===== src/rtl/seg_scan_controller.sv =====
// seg_scan_controller: two-digit seven-segment scan controller with blanking gaps,
// hex decode to active-low cathodes and a once-per-frame input snapshot.
module seg_scan_controller #(
  parameter int TICK_DIV    = 100000,
  parameter int ON_TICKS    = 4,
  parameter int BLANK_TICKS = 1
) (
  input  logic       clock,
  input  logic       reset_n,
  input  logic       enable,
  input  logic [3:0] digit0_val,
  input  logic [3:0] digit1_val,
  output logic       a0,
  output logic       a1,
  output logic [6:0] cathode,
  output logic       frame_done
);
  localparam int PW   = TICK_DIV > 1 ? $clog2(TICK_DIV) : 1;
  localparam int DMAX = ON_TICKS > BLANK_TICKS ? ON_TICKS : BLANK_TICKS;
  localparam int DW   = DMAX > 1 ? $clog2(DMAX) : 1;
  localparam logic [PW-1:0] P_LAST  = PW'(TICK_DIV - 1);
  localparam logic [DW-1:0] ON_LAST = DW'(ON_TICKS - 1);
  localparam logic [DW-1:0] BL_LAST = DW'(BLANK_TICKS > 0 ? BLANK_TICKS - 1 : 0);
  localparam logic [6:0] SEG_LUT [16] = '{
    7'b0000001, 7'b1001111, 7'b0010010, 7'b0000110,
    7'b1001100, 7'b0100100, 7'b0100000, 7'b0001111,
    7'b0000000, 7'b0000100, 7'b0001000, 7'b1100000,
    7'b0110001, 7'b1000010, 7'b0110000, 7'b0111000
  };
  typedef enum logic [1:0] {DIG0, BLANK0, DIG1, BLANK1} state_t;
  state_t          r_state, w_state_nx;
  logic [PW-1:0]   r_presc, w_presc_nx;
  logic [DW-1:0]   r_dwell, w_dwell_nx;
  logic [3:0]      r_snap0, r_snap1, w_snap0_nx, w_snap1_nx;
  logic            r_snap_en, w_snap_en_nx;
  logic            w_tick, w_dig, w_last, w_frame, w_a0_nx, w_a1_nx;
  logic [6:0]      w_cath_nx;
  always_comb begin
    w_tick       = r_presc == P_LAST;
    w_dig        = r_state == DIG0 || r_state == DIG1;
    w_last       = w_tick && r_dwell == (w_dig ? ON_LAST : BL_LAST);
    w_state_nx   = !w_last ? r_state :
                   r_state == DIG0   ? (BLANK_TICKS > 0 ? BLANK0 : DIG1) :
                   r_state == BLANK0 ? DIG1 :
                   r_state == DIG1   ? (BLANK_TICKS > 0 ? BLANK1 : DIG0) : DIG0;
    w_frame      = w_last && w_state_nx == DIG0;
    w_presc_nx   = w_tick ? '0 : r_presc + 1'b1;
    w_dwell_nx   = !w_tick ? r_dwell : w_last ? '0 : r_dwell + 1'b1;
    w_snap0_nx   = w_frame ? digit0_val : r_snap0;
    w_snap1_nx   = w_frame ? digit1_val : r_snap1;
    w_snap_en_nx = w_frame ? enable : r_snap_en;
    // outputs are decoded from next-state values so they register on the state's edge
    w_a0_nx      = !(w_state_nx == DIG0 && w_snap_en_nx);
    w_a1_nx      = !(w_state_nx == DIG1 && w_snap_en_nx);
    w_cath_nx    = !w_a0_nx ? SEG_LUT[w_snap0_nx] : !w_a1_nx ? SEG_LUT[w_snap1_nx] : 7'h7F;
  end
  always_ff @(posedge clock) begin
    if (!reset_n) begin
      r_state    <= BLANK1;
      r_presc    <= '0;
      r_dwell    <= '0;
      r_snap0    <= '0;
      r_snap1    <= '0;
      r_snap_en  <= 1'b0;
      a0         <= 1'b1;
      a1         <= 1'b1;
      cathode    <= 7'h7F;
      frame_done <= 1'b0;
    end else begin
      r_state    <= w_state_nx;
      r_presc    <= w_presc_nx;
      r_dwell    <= w_dwell_nx;
      r_snap0    <= w_snap0_nx;
      r_snap1    <= w_snap1_nx;
      r_snap_en  <= w_snap_en_nx;
      a0         <= w_a0_nx;
      a1         <= w_a1_nx;
      cathode    <= w_cath_nx;
      frame_done <= w_frame;
    end
  end
endmodule


===== config.mk =====
export PLATFORM = sky130hd
export DESIGN_NAME = seg_scan_controller
export DESIGN_NICKNAME = d
export VERILOG_FILES = /design/src/rtl/seg_scan_controller.sv
export SDC_FILE = /design/constraint.sdc
export NUM_CORES = 1
export LEC_CHECK = 0
export ABC_AREA = 1
export CAP_MARGIN = 20
export CORE_MARGIN = 5
export CORE_UTILIZATION = 60
export CTS_BUF_LIST = sky130_fd_sc_hd__clkbuf_4 sky130_fd_sc_hd__clkbuf_8 sky130_fd_sc_hd__clkbuf_16
export CTS_CLUSTER_DIAMETER = 30
export DETAILED_ROUTE_END_ITERATION = 16
export PLACE_DENSITY = 0.82
export SYNTH_ARGS = -nofsm -noshare
export SYNTH_HDL_FRONTEND = slang
export SYNTH_SLANG_ARGS = --single-unit

===== constraint.sdc =====
create_clock -name clock -period 3.8 [get_ports clock]
set_input_delay 0.95 -clock clock [delete_from_list [all_inputs] [get_ports clock]]
set_output_delay 0.95 -clock clock [all_outputs]
set_load 0.05 [all_outputs]

==> results.md <==
* Status: finished clean
* Pin count of the biggest net entering global routing at 15
* Clk slew on worst S/H paths at 0.08 ns
* Syn_nets at 384
* Die area at 5601 µm²
* Max cap viols at 0
* CTS tree: done
* Yosys reg bits at 40
* Layout cell share with drive strength beyond 1 at 0.1309
* CORE AREA at 4029 µm²
* DRT iter0 DRCs at 223
* Distinct cells, synth at 35
* Worst-Skew Late Latency at 0.29 ns
* Number of flops mapped to enable cells by yosys at 0
* Vias at 2204
* Ys async rst share at 0
* Crit path max fanout at 14
* Hold Buf Count CTS at 0
* Drt wl/cell at 11.91 µm
* Total grt overflow at 0
* Most frequent cells in the layout: nand2_1 (90), nor2_1 (50), inv_1 (46)
* Fin nets at 408
* Final Slew Violations at 0
* Worst-Margin Slew at 0.5843 ns
* Die width at 74.84 µm
* Cell area power density at 261.1 nW/µm²
* Setup tns final at 0 ns
* Final setup vio count at 0
* Most common cell after layout, fill and taps aside: nand2_1
* Root Driver: clkbuf_8
* Die H at 74.84 µm
* Initial antenna violation count at 0
* Routability cong. at 0.9103
* All-Layer GR Usage at 0.2033
* Hpwl dp at 3952 µm
* Startpoint type of the worst setup path: flip-flop
* Minimum clock period at 2.931 ns
* Mean Syn Cell Area at 7.066 µm²
* Max Clk Rate at 341.2 MHz
* Leak at 0.001266 µW
* Layout area overhead at 13.39%
* Hold Path Class: reg2reg
* Critical Path AT at 3.13 ns
* Sequential-to-total area share from yosys stat at 0.3175
* Final Non-Filler Cells at 432
* Antenna Cells at 0
* First-pass GRT wire length at 8956 µm
* Post-DRT Antenna Nets at 0
* Placed cell count at 424
* Cts bufs inserted at 5
* FP Rows at 23
* Number of port buffers at 20
* Initial DRT Pass Iterations at 5
* Crit Path Category: reg2reg
* Critical Path RT at 4.00 ns
* Mapped Cells at 357
* Resize count post-CTS at 0
* Total number of yosys warnings at 0
* Setup Fix Bufs, Post-CTS at 0
* Hold Violations, Final at 0
* Sink Count at 40
* Worst Setup End Kind: flip-flop
* Clk_skew at 0.009566 ns
* WL final at 5143 µm
* Slew margin rel. at 0.6090
* Unrepaired setup endpoints after global routing: false
* Initial core utilization at 0.6261
* Main flop type after synthesis: dfxtp_1
* CTS H-tree lvls at 2
* Worst VDD drop at 0.0002150 V
* DRC Markers at 0
* Ports at 21
* Cell Area, Synth at 2522 µm²
* Final worst path period share at 0.7713
* Clock Tree Buf Depth at 2
* Via-per-instance ratio at 5.102
* Vias in the first global route at 2026
## stage by stage
step	instance area, µm²	setup WS, ns	hold slack (ns)	total power [µW]	utilization
5_1_grt	2860	0.6963	0.5148	773.3	0.7099
4_1_cts	2860	0.8889	0.4818	753.0	0.7099
3_5_place_dp	2763	0.8948	0.4701	456.9	0.6857
2_1_floorplan	2522	1.474	0.4295	443.2	-
3_3_place_gp	2763	0.9514	0.4513	456.2	0.6857
6_report	2860	0.8692	0.4764	746.9	0.7099
## final cells by class
cell class                      instances  area [µm²]
Clock inverter                          1       7.507
Timing Repair Buffer                   20       200.2
Multi-Input combinational cell        258        1486
Tap cell                               50       62.56
Clock buffer                            7       90.09
Inverter                               56       212.7
Fill cell                             345        1169
Sequential cell                        40       800.8
## cells by family after synthesis
kind of cell	share of synthesized area
flip-flops	0.3175
XOR/XNOR	0.01389
buffers and inverters	0.09326
AND/OR/NAND/NOR	0.4405
adder cells (fa/ha/maj)	0.07936
AO/OA/AOI/OAI	0.05555
## registers in the layout, summed over array words and instances, names as in the netlist
signal and flops:
a0 1, a1 1, cathode 7, frame_done 1, r_dwell 2, r_presc 17, r_snap0 4, r_snap1 4
r_snap_en 1, r_state 2
## final timing paths
check / end / from / depth (start not counted) / slack, ns
max: cathode[3] / r_state[1] / 13 / 0.87
min: r_presc[3] / r_presc[3] / 2 / 0.48
max reg2reg: cathode[3] / r_state[1] / 13 / 0.87
min reg2reg: r_presc[3] / r_presc[3] / 2 / 0.48
## Yosys cell counts, types with 2 or more instances
library cell	number	share of area
clkbuf_1	2	0.0030
nor2_4	3	0.013
nand2_2	4	0.0099
nor3_1	9	0.018
nand3b_1	5	0.015
xor2_1	2	0.0069
a21oi_1	7	0.014
xnor2_1	2	0.0069
nand3_1	26	0.052
nand4_1	7	0.017
o21ai_0	4	0.0079
inv_1	46	0.068
o21ai_4	2	0.013
dfxtp_1	40	0.32
nor4_1	2	0.0050
o21ai_2	4	0.014
nor2_2	4	0.0099
nor2_1	50	0.074
inv_2	9	0.013
nand4_4	2	0.017
nand2_8	2	0.016
nand4_2	2	0.0099
nand2_1	90	0.13
o21ai_1	2	0.0040
nand3_2	3	0.012
nand2_4	4	0.018
ha_1	16	0.079
## power by group
group | internal, µW | switching, µW | total (µW)
logic | 12.0 | 11.3 | 23.3
registers | 421 | 2.53 | 424
clock network | 155 | 145 | 300
total | 588 | 159 | 747
## worst max-delay path, stage by stage, from the launching register on
cell and delay [ns]:
dfxtp_1 0.36, inv_1 0.06, ha_1 0.19, nor2_1 0.47, nand4_4 0.44, o21ai_2 0.44
inv_2 0.12, ha_1 0.23, nand3_1 0.14, nor2_1 0.06, nor2_1 0.11, nand3_1 0.10
nand2_1 0.07, inv_1 0.03
## routing by layer
metal / wire length (µm) / part of all wire / GRT usage / vias to the layer above
li1: - / - / - / 1166
met1: 2473 / 0.48 / 0.2800 / 984
met2: 2353 / 0.46 / 0.3250 / 47
met3: 256 / 0.050 / 0.04139 / 7
met4: 60 / 0.012 / 0.05336 / 0
met5: 0 / 0 / 0 / -
Note: power is estimated with default switching activity, not from simulation.
